$ cat config.mk
export PLATFORM = sky130hd
export DESIGN_NAME = sr_excite_driver_flat
export DESIGN_NICKNAME = d
export VERILOG_FILES = /design/src/rtl/sr_excite_driver_pkg.sv /design/src/rtl/sr_excite_driver_if.sv /design/src/rtl/sr_excite_driver_excite.sv /design/src/rtl/sr_excite_driver.sv /design/src/flat_wrapper.sv
export SDC_FILE = /design/constraint.sdc
export NUM_CORES = 1
export LEC_CHECK = 0
export CAP_MARGIN = 20
export CORE_ASPECT_RATIO = 0.75
export CORE_MARGIN = 3
export CORE_UTILIZATION = 49
export DETAILED_ROUTE_END_ITERATION = 8
export GPL_TIMING_DRIVEN = 1
export PLACE_DENSITY = 0.78
export REMOVE_ABC_BUFFERS = 1
export SLEW_MARGIN = 10
export SYNTH_ARGS = -nofsm -noshare
export SYNTH_HDL_FRONTEND = slang
export SYNTH_SLANG_ARGS = --single-unit
$ cat constraint.sdc
create_clock -name clk -period 3.3 [get_ports clk]
set_input_delay 0.66 -clock clk [delete_from_list [all_inputs] [get_ports clk]]
set_output_delay 0.66 -clock clk [all_outputs]
set_load 0.01 [all_outputs]
$ cat src/rtl/sr_excite_driver_pkg.sv
// Shared types and encodings for the SR excitation driver.
package sr_pkg;

    typedef enum logic [1:0] {
        IDLE  = 2'd0,
        DRIVE = 2'd1,
        CHECK = 2'd2
    } state_t;

    // {s,r} drive encodings
    localparam logic [1:0] SR_HOLD  = 2'b00;
    localparam logic [1:0] SR_RESET = 2'b01;
    localparam logic [1:0] SR_SET   = 2'b10;

    localparam int MODE_MIN    = 0;
    localparam int MODE_FORCED = 1;

endpackage

$ cat src/rtl/sr_excite_driver_if.sv
// Load handshake, flop feedback and status bundle for sr_excite_driver.
interface sr_excite_driver_if #(
    parameter int WIDTH = 8,
    parameter int CNT_W = 8
);
    localparam int IDX_W = $clog2(WIDTH);

    logic             load_valid;
    logic             load_ready;
    logic [WIDTH-1:0] pattern;
    logic             repeat_en;
    logic             abort;
    logic             q_fb;
    logic             s;
    logic             r;
    logic             busy;
    logic             done;
    logic             err_flag;
    logic [CNT_W-1:0] err_cnt;
    logic [IDX_W-1:0] bit_idx;

    modport master (
        output load_valid, pattern, repeat_en, abort, q_fb,
        input  load_ready, s, r, busy, done, err_flag, err_cnt, bit_idx
    );

    modport slave (
        input  load_valid, pattern, repeat_en, abort, q_fb,
        output load_ready, s, r, busy, done, err_flag, err_cnt, bit_idx
    );

endinterface

$ cat src/rtl/sr_excite_driver_excite.sv
// Inverse SR characteristic: the {s,r} needed to move q to target t.
module sr_excite
    import sr_pkg::*;
(
    input  logic       t,
    input  logic       q,
    input  logic       mode,
    output logic [1:0] sr
);

    always_comb begin
        sr = SR_HOLD;
        if (mode || (t != q)) begin
            sr = t ? SR_SET : SR_RESET;
        end
    end

endmodule

$ cat src/rtl/sr_excite_driver.sv
// Plays a target pattern into a downstream SR flop one bit per DRIVE/CHECK
// pair and counts cycles where the flop's q disagrees with the target.
module sr_excite_driver
    import sr_pkg::*;
#(
    parameter int WIDTH = 8,
    parameter int CNT_W = 8,
    parameter int MODE  = MODE_MIN
) (
    input  logic              clk,
    input  logic              rst,
    sr_excite_driver_if.slave bus
);

    localparam int               IDX_W    = $clog2(WIDTH);
    localparam logic [IDX_W-1:0] LAST_IDX = IDX_W'(WIDTH - 1);
    localparam logic             FORCED   = 1'(MODE == MODE_FORCED);

    state_t           r_state, w_state_nxt;
    logic [WIDTH-1:0] r_pat, w_pat_nxt;
    logic             r_rep, w_rep_nxt;
    logic [IDX_W-1:0] r_idx, w_idx_nxt;
    logic             r_s, r_r;
    logic             r_done, w_done_nxt;
    logic             r_err_flag, w_err_flag_nxt;
    logic [CNT_W-1:0] r_err_cnt, w_err_cnt_nxt;
    logic             w_enter_drive;
    logic             w_t_nxt;
    logic             w_q;
    logic             w_miss;
    logic [1:0]       w_excite;
    logic [1:0]       w_sr_nxt;

    // Unknown feedback excites as q=0 but always counts as a mismatch
    assign w_q    = (bus.q_fb === 1'b1);
    assign w_miss = (bus.q_fb !== r_pat[r_idx]);

    sr_excite u_excite (
        .t    (w_t_nxt),
        .q    (w_q),
        .mode (FORCED),
        .sr   (w_excite)
    );

    assign w_sr_nxt = w_enter_drive ? w_excite : SR_HOLD;

    always_comb begin
        w_state_nxt    = r_state;
        w_pat_nxt      = r_pat;
        w_rep_nxt      = r_rep;
        w_idx_nxt      = r_idx;
        w_done_nxt     = 1'b0;
        w_err_flag_nxt = r_err_flag;
        w_err_cnt_nxt  = r_err_cnt;
        w_enter_drive  = 1'b0;
        case (r_state)
            IDLE: begin
                if (bus.load_valid) begin
                    w_pat_nxt      = bus.pattern;
                    w_rep_nxt      = bus.repeat_en;
                    w_err_flag_nxt = 1'b0;
                    w_err_cnt_nxt  = '0;
                    w_idx_nxt      = '0;
                    w_state_nxt    = DRIVE;
                    w_enter_drive  = 1'b1;
                end
            end
            DRIVE: begin
                w_state_nxt = bus.abort ? IDLE : CHECK;
            end
            CHECK: begin
                if (bus.abort) begin
                    w_state_nxt = IDLE;
                end else begin
                    if (w_miss) begin
                        w_err_flag_nxt = 1'b1;
                        if (r_err_cnt != '1) begin
                            w_err_cnt_nxt = r_err_cnt + 1'b1;
                        end
                    end
                    if (r_idx != LAST_IDX) begin
                        w_idx_nxt     = r_idx + 1'b1;
                        w_state_nxt   = DRIVE;
                        w_enter_drive = 1'b1;
                    end else if (r_rep) begin
                        w_idx_nxt     = '0;
                        w_state_nxt   = DRIVE;
                        w_enter_drive = 1'b1;
                    end else begin
                        w_state_nxt = IDLE;
                        w_done_nxt  = 1'b1;
                    end
                end
            end
            default: w_state_nxt = IDLE;
        endcase
        // Target of the bit about to be driven, from the post-transition pattern/index
        w_t_nxt = w_pat_nxt[w_idx_nxt];
    end

    always_ff @(posedge clk or posedge rst) begin
        if (rst) begin
            r_state    <= IDLE;
            r_pat      <= '0;
            r_rep      <= 1'b0;
            r_idx      <= '0;
            r_s        <= 1'b0;
            r_r        <= 1'b0;
            r_done     <= 1'b0;
            r_err_flag <= 1'b0;
            r_err_cnt  <= '0;
        end else begin
            r_state    <= w_state_nxt;
            r_pat      <= w_pat_nxt;
            r_rep      <= w_rep_nxt;
            r_idx      <= w_idx_nxt;
            r_s        <= w_sr_nxt[1];
            r_r        <= w_sr_nxt[0];
            r_done     <= w_done_nxt;
            r_err_flag <= w_err_flag_nxt;
            r_err_cnt  <= w_err_cnt_nxt;
        end
    end

    a_no_set_and_reset : assert property (@(posedge clk) disable iff (rst) !(r_s && r_r));

    assign bus.load_ready = (r_state == IDLE);
    assign bus.busy       = (r_state != IDLE);
    assign bus.s          = r_s;
    assign bus.r          = r_r;
    assign bus.done       = r_done;
    assign bus.err_flag   = r_err_flag;
    assign bus.err_cnt    = r_err_cnt;
    assign bus.bit_idx    = r_idx;

endmodule

$ cat src/flat_wrapper.sv
// flat-port wrapper written by rule: the top's interface ports become plain ports
module sr_excite_driver_flat import sr_pkg::*;
#(
    parameter int WIDTH = 8,
    parameter int CNT_W = 8,
    parameter int MODE  = MODE_MIN
)
  (clk, rst, bus_load_valid, bus_pattern, bus_repeat_en, bus_abort, bus_q_fb, bus_load_ready, bus_s, bus_r, bus_busy, bus_done, bus_err_flag, bus_err_cnt, bus_bit_idx);
  sr_excite_driver_if #(.WIDTH(WIDTH), .CNT_W(CNT_W)) bus_i ();
  input  logic clk;
  input  logic rst;
  input wire logic [$bits(bus_i.load_valid)-1:0] bus_load_valid;
  input wire logic [$bits(bus_i.pattern)-1:0] bus_pattern;
  input wire logic [$bits(bus_i.repeat_en)-1:0] bus_repeat_en;
  input wire logic [$bits(bus_i.abort)-1:0] bus_abort;
  input wire logic [$bits(bus_i.q_fb)-1:0] bus_q_fb;
  output wire logic [$bits(bus_i.load_ready)-1:0] bus_load_ready;
  output wire logic [$bits(bus_i.s)-1:0] bus_s;
  output wire logic [$bits(bus_i.r)-1:0] bus_r;
  output wire logic [$bits(bus_i.busy)-1:0] bus_busy;
  output wire logic [$bits(bus_i.done)-1:0] bus_done;
  output wire logic [$bits(bus_i.err_flag)-1:0] bus_err_flag;
  output wire logic [$bits(bus_i.err_cnt)-1:0] bus_err_cnt;
  output wire logic [$bits(bus_i.bit_idx)-1:0] bus_bit_idx;
  assign bus_i.load_valid = bus_load_valid;
  assign bus_i.pattern = bus_pattern;
  assign bus_i.repeat_en = bus_repeat_en;
  assign bus_i.abort = bus_abort;
  assign bus_i.q_fb = bus_q_fb;
  assign bus_load_ready = bus_i.load_ready;
  assign bus_s = bus_i.s;
  assign bus_r = bus_i.r;
  assign bus_busy = bus_i.busy;
  assign bus_done = bus_i.done;
  assign bus_err_flag = bus_i.err_flag;
  assign bus_err_cnt = bus_i.err_cnt;
  assign bus_bit_idx = bus_i.bit_idx;
  sr_excite_driver #(.WIDTH(WIDTH), .CNT_W(CNT_W), .MODE(MODE)) u_core (.clk(clk), .rst(rst), .bus(bus_i));
endmodule
## Word level (Yosys, flattened, before mapping)

Cells that the tools add are included.
W data, S select, Z words.

| word-level totals | value |
|---|---|
| register bits | 26 |
| bits of input ports | 14 |
| output and inout port bits | 17 |

| cells by class | value |
|---|---|
| mux-type cells | 38 |
| order comparisons | 2 |
| add/sub/neg operators | 2 |
| eq/ne operators | 11 |
| reductions and logical operators | 6 |

Operators with widths:

| cell | number |
|---|---|
| $mux W8 | 6 |
| $pmux W8 S2 | 1 |
| $mux W1 | 14 |
| $mux W2 | 7 |
| $mux W3 | 4 |
| $add A8 B1 Y8 const B | 1 |
| $lt A3 B4 Y1 const B | 2 |
| $ne A8 B8 Y1 const B | 1 |
| $bmux W1 S3 | 2 |
| $pmux W2 S3 | 1 |
| $pmux W3 S2 | 1 |
| $reduce_and A5 Y1 | 1 |
| $ne A2 B1 Y1 const B | 2 |
| $ne A2 B2 Y1 const B | 2 |
| $pmux W1 S2 | 2 |
| $reduce_and A4 Y1 | 1 |
| $reduce_bool A2 Y1 | 2 |
| $add A3 B1 Y3 const B | 1 |
| $ne A3 B3 Y1 const B | 1 |
| $eq A2 B1 Y1 const B | 1 |
| $eq A2 B2 Y1 const B | 1 |
| $logic_not A2 Y1 | 1 |
| $reduce_and A2 Y1 | 1 |
| $eqx A1 B1 Y1 const B | 1 |
| other kinds (2) | 2 |

## Depth between registers and ports, before layout

| logic depth | value |
|---|---|
| depth after elaboration | 9 |
| mapped depth | 9 |
| gate-level depth less buffers | 9 |

## Modules after synthesis

From an unflattened synthesis, not the netlist that was laid out.

| unflattened totals | value |
|---|---|
| cell total of the unflattened synthesis | 151 |
| area total of the unflattened synthesis | 1403.8 um^2 |

Modules (own cells, without submodules):

| module | area an instance (um^2) | cells an instance | instances | seq. area each (um^2) |
|---|---|---|---|---|
| sr_excite_driver | 1385.1 | 147 | 1 | 650.6 |
| sr_excite | 18.8 | 4 | 1 | 0.0 |

## Worst setup path before layout

OpenSTA, ideal clock, no wires.

| timing | value |
|---|---|
| path type | register to register |
| start point | reg u_core.r_idx[0] (netlist: u_core.bus.bit_idx[0]) |
| end point | reg u_core.r_s (netlist: u_core.bus.s) |
| data arrival time | 2.361 ns |
| library setup time | 0.121 ns |
| buffers on the path | 0 |
| path slack | 0.818 ns |
| cell stages (with the launch flop) | 10 |
| path through | dfrtp_1 > ha_1 > ha_1 > nor4b_2 > nor2_1 > a21o_1 > inv_1 > mux2_2 > a211o_1 > and4b_1 |

| between the ends | value |
|---|---|
| longest elaborated chain between the ends | 9 |
| elaborated cells between the ends (all ways) | 16 |
| those cells by class | add/sub (1); eq/ne (2); mux (13) |

RTL lines:

| what | RTL line | RTL |
|---|---|---|
| start: declaration | sr_excite_driver.sv:22 | `logic [IDX_W-1:0] r_idx, w_idx_nxt;` |
| start signal: assignment | sr_excite_driver.sv:116 | `r_idx <= w_idx_nxt;` |
| $add A3 B1 Y3 (tied with other cells) | sr_excite_driver.sv:82 | `w_idx_nxt = r_idx + 1'b1;` |
| $mux W3 | sr_excite_driver.sv:81 | `if (r_idx != LAST_IDX) begin` |
| $mux W3 | sr_excite_driver.sv:72 | `if (bus.abort) begin` |
| $pmux W3 S2 * | sr_excite_driver.sv:56 | `case (r_state)` |
| via u_core.w_idx_nxt[0] | sr_excite_driver.sv:22 |  |
| $bmux W1 S3 * | sr_excite_driver.sv:98 | `w_t_nxt = w_pat_nxt[w_idx_nxt];` |
| $mux W1 (implied by the code) * | sr_excite_driver.sv:98 |  |
| $mux W2 or $ne A1 B1 Y1 (tied branches) | sr_excite_driver_excite.sv:14, sr_excite_driver_excite.sv:13 |  |
| $mux W2 * | sr_excite_driver_excite.sv:13 | `if (mode \|\| (t != q)) begin` |
| $mux W2 * | sr_excite_driver.sv:45 | `assign w_sr_nxt = w_enter_drive ? w_excite : SR_HOLD;` |
| via u_core.w_sr_nxt[1] | sr_excite_driver.sv:32 | `logic [1:0] w_sr_nxt;` |
| end signal: assignment | sr_excite_driver.sv:117 | `r_s <= w_sr_nxt[1];` |
| end: declaration | sr_excite_driver.sv:23 | `logic r_s, r_r;` |

Mark *: on every way through the listed nets, which the timed path passes. The rest lies on a longest branch. The select of a mux whose other input is x is not followed.
A chain may end at the register's enable or synchronous reset.

## Worst setup path after layout

Same ends and word-level chain as after synthesis.

==> impl_results.md <==
- Tmin final: 2.70 ns
- Final WL: 3.11 mm
- Top Ports: 31
- Vias in the first global route: 1087
- Worst Path Required: 3.46 ns
- Critical path class: flop to flop
- Synth Area per Inst: 10.4 µm²
- Clock transition at path regs: 0.09 ns
- Rows: 16
- Clock Root Buffer: clkbuf_8
- CTS tree: built
- First-pass GRT wire length: 5.24 mm
- DRC viols: 0
- Chip width: 67.5 µm
- Drt initial violations: 65
- Gpl congestion: 0.793
- CTS buffer count: 3
- Post-route cell area: 1810 µm²
- Fillers: 221
- Die height: 52.1 µm
- Top cell by count, worst path: ha_1
- Final Max Tran Viols: 0
- Resized Gates After CTS: 0
- CP arrival: 2.86 ns
- Worst-Skew Late Latency: 0.27 ns
- Post-synth cell types: 39
- Top post-synthesis cells by area: dfrtp_1 47%, nand2_1 6.5%, mux4_2 3.2%
- Yosys reg bits: 26
- CTS Sinks: 26
- Worst-margin pin slew: 0.395 ns
- Number of synthesized flops with an enable pin: 0
- Max Cap Viol: 0
- Clock Skew: 0.00409 ns
- Cell breakdown of the critical path: ha_1 > ha_1 > nor4b_2 > nor2_1 > a21o_1 > inv_1 > mux2_2 > a211o_1 > and4b_1
- Via Count: 1113
- Hold WC Path Type: flop to flop
- Final setup TNS: 0 ns
- Initial Utilization: 0.522
- Power per cell area: 448 nW/µm²
- Tcrit/Tclk final: 0.818
- Total GRT Usage: 0.201
- Synthesized cell area: 1390 µm²
- WL/cell: 15.3 µm
- Post-CTS Setup Repair Bufs: 0
- Slowest library cell on the worst path: dfrtp_1
- Worst setup EP type: flop
- Post-placement cell area: 1720 µm²
- Startpoint types: flop
- H-tree lvl count: 1
- Final Setup Violations: 0
- CORE AREA: 2660 µm²
- Leak Pwr: 0.806 nW
- Yosys top cell area share: 0.468
- Pre-antenna DRT Iters: 4
- Sequential fraction of the synthesis area: 0.468
- Outcome: completed
- Yosys warnings: 0
- Critical Path Fanout Max: 6
- Main synth FF type: dfrtp_1
- Dpl hpwl: 2.39 mm
- GRT overflow: 0
- Final net count: 185
- Initial antenna violation count: 0
- Antenna Nets Post-Route: 0
- Layout cells sized above 1: 0.120
- Hold_buf cts: 0
- Area Growth Syn to Fin: 30.0%
- Asr flop ratio synth: 1.00
- VDD IR-drop max: 0.361 mV
- Die ar.: 3520 µm²
- Synth Instances: 134
- Area leader, netlist: dfrtp_1
- Slew HR: 0.733
- Port bufs: 30
- ANT cells: 0
- RSZ-0062 raised after global routing: false
- Clock Path Buffers: 2
- Crit path largest cell delay: 0.48 ns
- Pin count of the biggest net entering global routing: 27
- Final Hold Fails: 0
- Highest Clock Rate: 370 MHz
- Fin util: 0.679
- Vias per cell: 5.48
-- kinds of logic (layout without fill, tap and decap cells) --
kind of cell | count (synthesis) | count (layout) | share of synthesized area
multiplexers | 10 | 10 | 0.0954
AO/OA/AOI/OAI | 23 | 23 | 0.118
AND/OR/NAND/NOR | 57 | 57 | 0.219
adder cells (fa/ha/maj) | 3 | 3 | 0.0270
flip-flops | 26 | 26 | 0.468
XOR/XNOR | 3 | 3 | 0.0324
buffers and inverters | 12 | 45 | 0.0405
-- critical path, delay by kind of cell, from the launching register on --
kind	cells	cell delay (ns)
simple gates	3	0.67
mux	1	0.35
compound gates	2	0.51
flops	1	0.48
fa+ha+maj	2	0.47
buf+inv	1	0.13
-- worst paths after layout --
path	start	end	slack, ns	cells past startpoint
max in group asynchronous	rst	u_core.bus.err_cnt[4]	2.30	3
worst min-delay path	u_core.bus.err_flag	u_core.bus.err_flag	0.51	2
min in group asynchronous	rst	u_core.bus.err_cnt[5]	0.62	2
worst min register to register	u_core.bus.err_flag	u_core.bus.err_flag	0.51	2
worst max-delay path	u_core.bus.bit_idx[0]	u_core.bus.s	0.60	9
worst max register to register	u_core.bus.bit_idx[0]	u_core.bus.s	0.60	9
-- layer usage --
layer | track usage | up-vias | share of wire
met5 | 0 | - | 0
met4 | 0.0438 | 0 | 0.010
met3 | 0.0540 | 4 | 0.046
met2 | 0.331 | 26 | 0.48
met1 | 0.265 | 546 | 0.46
li1 | - | 537 | -
-- layout make-up --
class	count	area, µm²	area share
multi-input combinational	96	683	0.378
sequential	26	651	0.360
timing repair buffer	33	343	0.190
clock buffer	4	55.1	0.0305
tap	36	45.0	0.0249
inverter	8	30.0	0.0166
-- where the power goes --
part           total, mW  leakage, nW  switching (mW)  internal, mW
combinational      0.219        0.435           0.107         0.111
sequential         0.386        0.342          0.0319         0.354
clock              0.204       0.0288          0.0975         0.107
total              0.809        0.806           0.237         0.572
-- synthesized netlist by cell type (2+ instances only) --
master and instances:
a211o_1 2, a211oi_1 3, a21oi_1 5, buf_2 3, dfrtp_1 26, ha_1 3
inv_1 7, mux2_2 3, mux2i_1 4, mux4_2 2, nand2_1 24, nand2b_1 4
nand3_1 6, nor2_1 8, nor3b_1 2, o211ai_1 4, o21ai_1 2, o31ai_1 3
or4_1 2, xor2_1 2
-- through the flow --
step / total power, mW / hold WS (ns) / instances / worst slack (ns)
6_report: 0.809 / 0.514 / 203 / 0.599
5_1_grt: 0.854 / 0.562 / 203 / 0.482
4_1_cts: 0.809 / 0.527 / 202 / 0.607
3_5_place_dp: 0.605 / 0.507 / 198 / 0.359
3_3_place_gp: 0.593 / 0.484 / 198 / 0.469
2_1_floorplan: 0.518 / 0.455 / 130 / 0.818
-- cell usage in the layout (no fill, tap or decap), drive strengths merged, types with 2 or more instances in the layout --
| cell | Yosys | routed |
|---|---|---|
| clkdlybuf4s50 | 0 | 30 |
| dfrtp | 26 | 26 |
| nand2 | 25 | 25 |
| nor2 | 8 | 8 |
| inv | 8 | 8 |
| nand3 | 6 | 6 |
| a21oi | 5 | 5 |
| mux2i | 5 | 5 |
| nand2b | 4 | 4 |
| o211ai | 4 | 4 |
| clkbuf | 0 | 4 |
| o31ai | 3 | 3 |
| mux2 | 3 | 3 |
| a211oi | 3 | 3 |
| ha | 3 | 3 |
| nor3b | 3 | 3 |
| o21ai | 3 | 3 |
| buf | 4 | 3 |
| mux4 | 2 | 2 |
| xor2 | 2 | 2 |
| or4 | 2 | 2 |
| a211o | 2 | 2 |
| nor4b | 2 | 2 |
-- registers in the layout (all words and copies together), names as in the netlist --
register             cells
u_core.r_rep             1
u_core.bus.err_cnt       8
u_core.bus.r             1
u_core.r_state           2
u_core.bus.err_flag      1
u_core.bus.done          1
u_core.bus.s             1
u_core.bus.bit_idx       3
u_core.r_pat             8
Power figures use the tool's default switching activity.
